===== src/rtl/ctrl_pipe_chain.sv =====
// ctrl_pipe_chain: control-word pipeline from ID through STAGES registers.
// Each register carries a payload and a valid bit. The hazard unit can hold
// or flush any register. When a register is held and the one below it is
// not, a bubble is inserted below it.
// A small handshake FSM holds the memory stage, and everything upstream of
// it, until data memory acknowledges the request.
// Handshake: o_memReq is a level request. It is accepted on any cycle where
// i_memReady is high. While the request is not yet accepted, the memory
// stage and all stages above it hold. After an accepted request is parked
// by some other hold, the FSM sits in ACK so that the request is not issued
// a second time.
module ctrl_pipe_chain #(
  parameter int STAGES     = 3,
  parameter int WIDTH      = 20,
  parameter int MEM_STAGE  = 1,
  parameter int MEMREQ_BIT = 16,
  parameter int CNT_W      = 8
) (
  input  logic                    clk,
  input  logic                    reset,
  input  logic [WIDTH-1:0]        i_ctrl,
  input  logic                    i_valid,
  input  logic [STAGES-1:0]       i_stall,
  input  logic [STAGES-1:0]       i_flush,
  input  logic                    i_memReady,
  output logic [STAGES*WIDTH-1:0] o_ctrl,
  output logic [STAGES-1:0]       o_valid,
  output logic                    o_memReq,
  output logic                    o_stallUp,
  output logic [CNT_W-1:0]        o_memWaitCnt
);

  typedef enum logic [1:0] {
    ST_IDLE = 2'd0,
    ST_WAIT = 2'd1,
    ST_ACK  = 2'd2
  } state_t;

  state_t           r_state;
  state_t           w_state_nxt;
  logic [CNT_W-1:0] r_cnt;
  logic [CNT_W-1:0] w_cnt_nxt;

  logic [WIDTH-1:0]  r_ctrl [STAGES];
  logic [STAGES-1:0] r_valid;

  logic [STAGES:0]   w_hold;
  logic [STAGES-1:0] w_bubble;
  logic [WIDTH-1:0]  w_up_ctrl [STAGES];
  logic [STAGES-1:0] w_up_valid;
  logic              w_mem_req;
  logic              w_mem_wait;

  // Request strobe (FSM output): comes only from registers, and is masked
  // while an accepted request is parked in ACK.
  always_comb begin
    w_mem_req = r_valid[MEM_STAGE] & r_ctrl[MEM_STAGE][MEMREQ_BIT] &
                (r_state != ST_ACK);
  end

  assign w_mem_wait = w_mem_req & ~i_memReady;

  // Hold chain: a hold at any register also freezes every register above it.
  always_comb begin
    w_hold = '0;
    for (int k = STAGES - 1; k >= 0; k--) begin
      w_hold[k] = i_stall[k] | ((k == MEM_STAGE) & w_mem_wait) | w_hold[k+1];
    end
  end

  // Upstream source for each register. A register gets a bubble when the
  // register above it is held. Reg 0 takes i_ctrl, with the payload zeroed
  // when i_valid is low.
  always_comb begin
    w_bubble      = '0;
    w_up_ctrl[0]  = i_valid ? i_ctrl : '0;
    w_up_valid    = '0;
    w_up_valid[0] = i_valid;
    for (int k = 1; k < STAGES; k++) begin
      w_bubble[k]   = w_hold[k-1];
      w_up_ctrl[k]  = r_ctrl[k-1];
      w_up_valid[k] = r_valid[k-1];
    end
  end

  // Pipeline registers: flush beats hold, hold beats bubble, bubble beats load.
  always_ff @(posedge clk or posedge reset) begin
    if (reset) begin
      for (int k = 0; k < STAGES; k++) begin
        r_ctrl[k] <= '0;
      end
      r_valid <= '0;
    end else begin
      for (int k = 0; k < STAGES; k++) begin
        if (i_flush[k]) begin
          r_ctrl[k]  <= '0;
          r_valid[k] <= 1'b0;
        end else if (w_hold[k]) begin
          r_ctrl[k]  <= r_ctrl[k];
          r_valid[k] <= r_valid[k];
        end else if (w_bubble[k]) begin
          r_ctrl[k]  <= '0;
          r_valid[k] <= 1'b0;
        end else begin
          r_ctrl[k]  <= w_up_ctrl[k];
          r_valid[k] <= w_up_valid[k];
        end
      end
    end
  end

  // FSM state register and the wait-cycle counter.
  always_ff @(posedge clk or posedge reset) begin
    if (reset) begin
      r_state <= ST_IDLE;
      r_cnt   <= '0;
    end else begin
      r_state <= w_state_nxt;
      r_cnt   <= w_cnt_nxt;
    end
  end

  // FSM next state. The counter restarts on each new request and saturates.
  // A flush of the memory stage drops the request and keeps the counter.
  always_comb begin
    w_state_nxt = r_state;
    w_cnt_nxt   = r_cnt;
    case (r_state)
      ST_IDLE: begin
        if (w_mem_req) begin
          if (!i_memReady) begin
            w_state_nxt = ST_WAIT;
            w_cnt_nxt   = CNT_W'(1);
          end else begin
            w_cnt_nxt = '0;
            if (w_hold[MEM_STAGE]) w_state_nxt = ST_ACK;
          end
        end
      end
      ST_WAIT: begin
        if (!i_memReady) begin
          if (r_cnt != '1) w_cnt_nxt = r_cnt + CNT_W'(1);
        end else if (w_hold[MEM_STAGE]) begin
          w_state_nxt = ST_ACK;
        end else begin
          w_state_nxt = ST_IDLE;
        end
      end
      ST_ACK: begin
        if (!w_hold[MEM_STAGE]) w_state_nxt = ST_IDLE;
      end
      default: w_state_nxt = ST_IDLE;
    endcase
    if (i_flush[MEM_STAGE]) begin
      w_state_nxt = ST_IDLE;
      w_cnt_nxt   = r_cnt;
    end
  end

  // Output mapping: pack the register payloads into the output bus and
  // drive the status outputs.
  always_comb begin
    for (int k = 0; k < STAGES; k++) begin
      o_ctrl[k*WIDTH +: WIDTH] = r_ctrl[k];
    end
    o_valid      = r_valid;
    o_memReq     = w_mem_req;
    o_stallUp    = w_hold[0];
    o_memWaitCnt = r_cnt;
  end

endmodule

===== config.mk =====
export PLATFORM = sky130hd
export DESIGN_NAME = ctrl_pipe_chain
export DESIGN_NICKNAME = d
export VERILOG_FILES = /design/src/rtl/ctrl_pipe_chain.sv
export SDC_FILE = /design/constraint.sdc
export NUM_CORES = 1
export LEC_CHECK = 0
export BUFFER_PORTS_ARGS = -buffer_cell sky130_fd_sc_hd__buf_2
export CORE_ASPECT_RATIO = 0.8
export CORE_UTILIZATION = 30
export DETAILED_ROUTE_END_ITERATION = 7
export GPL_TIMING_DRIVEN = 0
export PLACE_DENSITY_LB_ADDON = 0.25
export REMOVE_ABC_BUFFERS = 1
export SLEW_MARGIN = 10
export SYNTH_ARGS = -nofsm -noshare
export SYNTH_HDL_FRONTEND = slang
export SYNTH_SLANG_ARGS = --single-unit

===== constraint.sdc =====
create_clock -name clk -period 2.42 [get_ports clk]
set_clock_uncertainty 0.2 [all_clocks]
set_input_delay 0.605 -clock clk [delete_from_list [all_inputs] [get_ports clk]]
set_output_delay 0.605 -clock clk [all_outputs]
set_load 0.05 [all_outputs]

==> results by group <==
Hold path
  – Hold WC Path Type: input port to asynchronous set/reset pin

Layout
  – NumNets Final: 395
  – Area growth syn-to-layout: 35.6%
  – Share of layout cells above drive strength 1: 0.382
  – N_diodes: 0

STA
  – Worst-Margin Slew: 0.937 ns
  – Fin. Hold Viols: 0
  – Peak Freq: ~420 MHz
  – Fin crit period: roughly 2.4 ns
  – Setup violators final: 0
  – Final Cycle Share: 0.985
  – Final Slew Violations: 0
  – Worst hold margin: 0.0596 ns
  – RSZ-0062 raised after global routing: no
  – Setup TNS: 0 ns
  – Relative slew slack: 0.375

Logic synthesis
  – Syn. warnings: 0
  – Synth top area cells: dfrtp_1, a22o_1, a21oi_1
  – Async SR Flop Fraction: 1.00
  – Ys flop type: dfrtp_1
  – Post-synth EDFFs: 0
  – Synthesized area per cell: around 11 sq um
  – Seq/Total Area, Yosys: 0.611
  – Top-count cell post-synth: dfrtp_1
  – Post-Syn Area: between 2000 and 3000 sq um
  – Register bit count reported by yosys: 73
  – Synth cell types: 42
  – Syn Inst Count: 260
  – Top-area cell type share of the netlist area: 0.611
  – Yosys top cell by area: dfrtp_1
  – Post-synth top cells: dfrtp_1, a22o_1, a21oi_1, nand3_1, nand2_1

Power
  – Switching power: roughly 0.67 mW
  – Part of the power in the clock network: 0.483
  – Switching share of power: 0.239
  – Power Density: slightly below 700 nW/um^2
  – Logic pwr share: 0.074
  – Max IR drop VDD: between 0.2 and 0.3 mV
  – Internal power: roughly 2.1 mW
  – Flop pwr share: 0.443
  – LEAKAGE: 2.07 nW

Global routing
  – Vias in the first global route: 2404
  – Initial antenna violation count: 0
  – Global-route wire length before repair: around 13000 microns
  – Largest net degree at the start of global routing: 47
  – Gr ovfl total: 0
  – GRT Total Usage: 0.174

Route
  – Routed Antenna Nets: 0
  – DRC Markers: 0
  – TritonRoute pass-1 iters: 4
  – WL final: roughly 8600 microns
  – DR iter-0 viols: roughly 130
  – Average wire per standard cell: 17.0 microns
  – Via count: between 2k and 3k
  – Drt via density: roughly 5.0

Die
  – Die X: ~110 microns
  – Core ar.: 9650 sq um
  – Cell Rows: 32
  – Die Span Y: 91.3 microns
  – DIE AREA: 10400 sq um
  – I/O pins: 103
  – Starting density of the core: 0.310

Placed design
  – Port Buf Inserts: roughly 100
  – Dpl hpwl: 5420 microns
  – GPL Wtd Cong: around 0.84

Clock network
  – CTS sink cnt: 73
  – Root Buffer: clkbuf_16
  – Clock slew at reported path FFs: ~0.06 ns
  – CTS Buffer Depth: 2
  – Clock latency at the later pin of the worst-skew pair: 0.33 ns
  – Num CTS Buffers: 9
  – H-Tree Depth: 3
  – CTS tree: yes

Worst setup path
  – Setup CP Type: flip-flop to output port
  – Critical Path Max Stage Delay: between 0.3 and 0.4 ns
  – CP Capture Type: output port
  – Crit-path cells: nor2b_2 > o31a_4 > inv_12 > buf_6
  – Maximum net fanout on the critical path: 11
  – Worst Path Arrival: between 1.5 and 2 ns
  – Slowest stage cell, crit path: o31a_4
  – CP startpoint kind: flip-flop
  – Worst EP required: approximately 1.6 ns

Status
  – Status: finished clean

Run
  – Number of max-cap violations: 0
-- critical path: cells and delay by family (launching register included) --
kind | cells | cell delay (ns)
compound gates | 1 | 0.39
flops | 1 | 0.38
simple gates | 1 | 0.20
buf+inv | 2 | 0.27
-- sequential cells by signal, indices dropped and copies added, names as in the netlist --
register	count
o_ctrl	60
o_memWaitCnt	8
o_valid	3
r_state	2
-- cell families (layout without fill, tap and decap cells) --
group | after synthesis | in the layout | synth area share
adders and majority gates | 1 | 1 | 0.00419
DFF | 73 | 73 | 0.611
buffers and inverters | 22 | 130 | 0.0343
muxes | 1 | 1 | 0.00335
and+or+nand+nor | 76 | 76 | 0.128
AOI/OAI and AO/OA | 87 | 88 | 0.219
-- layout make-up --
type	count	area, sq um
Fill cell	949	5600
Sequential cell	73	1830
Multi-Input combinational cell	166	1090
Timing Repair Buffer	109	612
Clock buffer	12	256
Tap cell	136	170
Clock inverter	4	51.3
Inverter	4	30.0
Timing Repair inverter	1	8.76
-- final timing paths --
| check | end | slack [ns] | cells after the start | startpoint |
|---|---|---|---|---|
| max | o_stallUp | 0.04 | 4 | r_state[1] |
| min | o_valid[2] | 0.06 | 2 | reset |
| max reg2reg | o_ctrl[30] | 0.15 | 4 | r_state[1] |
| min reg2reg | o_ctrl[40] | 0.30 | 1 | o_ctrl[40] |
| max in group asynchronous | o_ctrl[43] | 1.40 | 3 | reset |
| min in group clk | o_ctrl[40] | 0.30 | 1 | o_ctrl[40] |
-- stage by stage --
| step | cells | setup slack [ns] | utilization | total power, mW | cell area, sq um |
|---|---|---|---|---|---|
| 2_1_floorplan | 242 | -0.299 | - | 1.37 | 2900 |
| 3_3_place_gp | 480 | -1.30 | 0.371 | 1.46 | 3580 |
| 3_5_place_dp | 484 | -0.992 | 0.380 | 1.47 | 3660 |
| 4_1_cts | 503 | 0.0185 | 0.418 | 2.86 | 4040 |
| 5_1_grt | 505 | 0.000173 | 0.420 | 2.91 | 4050 |
| 6_report | 505 | 0.0354 | 0.420 | 2.81 | 4050 |
-- cell usage in the layout (no fill, tap or decap), drive strengths merged, types with 2 or more instances in the layout --
cell type | synthesis | layout
o31a | 1 | 2
or4 | 2 | 2
dfrtp | 73 | 73
a21o | 2 | 2
o22a | 2 | 2
clkinv | 0 | 2
a21oi | 27 | 27
or4b | 2 | 2
nor2 | 8 | 8
buf | 12 | 109
nand3 | 26 | 26
nor3 | 4 | 4
clkbuf | 6 | 12
nor2b | 3 | 3
nand2 | 24 | 24
o41ai | 2 | 2
inv | 4 | 5
a22o | 43 | 43
a31oi | 3 | 3
-- repair_timing --
| item | in CTS | in global routing |
|---|---|---|
| pin swaps | 1 | 1 |
| gates resized for setup | 12 | 0 |
| cloned | 1 | 1 |
| buffers inserted | 2 | 1 |
| endpoints found under the setup margin | 21 | 1 |
| hold buffers | 0 | 0 |
-- power groups by stage --
stage               registers (mW)  clock network, mW  logic (mW)
floorplan                     1.31                  0      0.0598
global route                  1.25               1.44       0.227
finish                        1.25               1.36       0.208
CTS                           1.25               1.40       0.209
global placement              1.27                  0       0.186
detailed placement            1.27                  0       0.201
-- routing by layer --
| layer | track usage | up-vias | wire length, microns |
|---|---|---|---|
| li1 | - | 1190 | - |
| met1 | 0.233 | 1262 | 3990 |
| met2 | 0.267 | 85 | 4020 |
| met3 | 0.0454 | 13 | 453 |
| met4 | 0.0702 | 0 | 126 |
| met5 | 0 | - | 0 |
(Power assumes the default switching activity.)
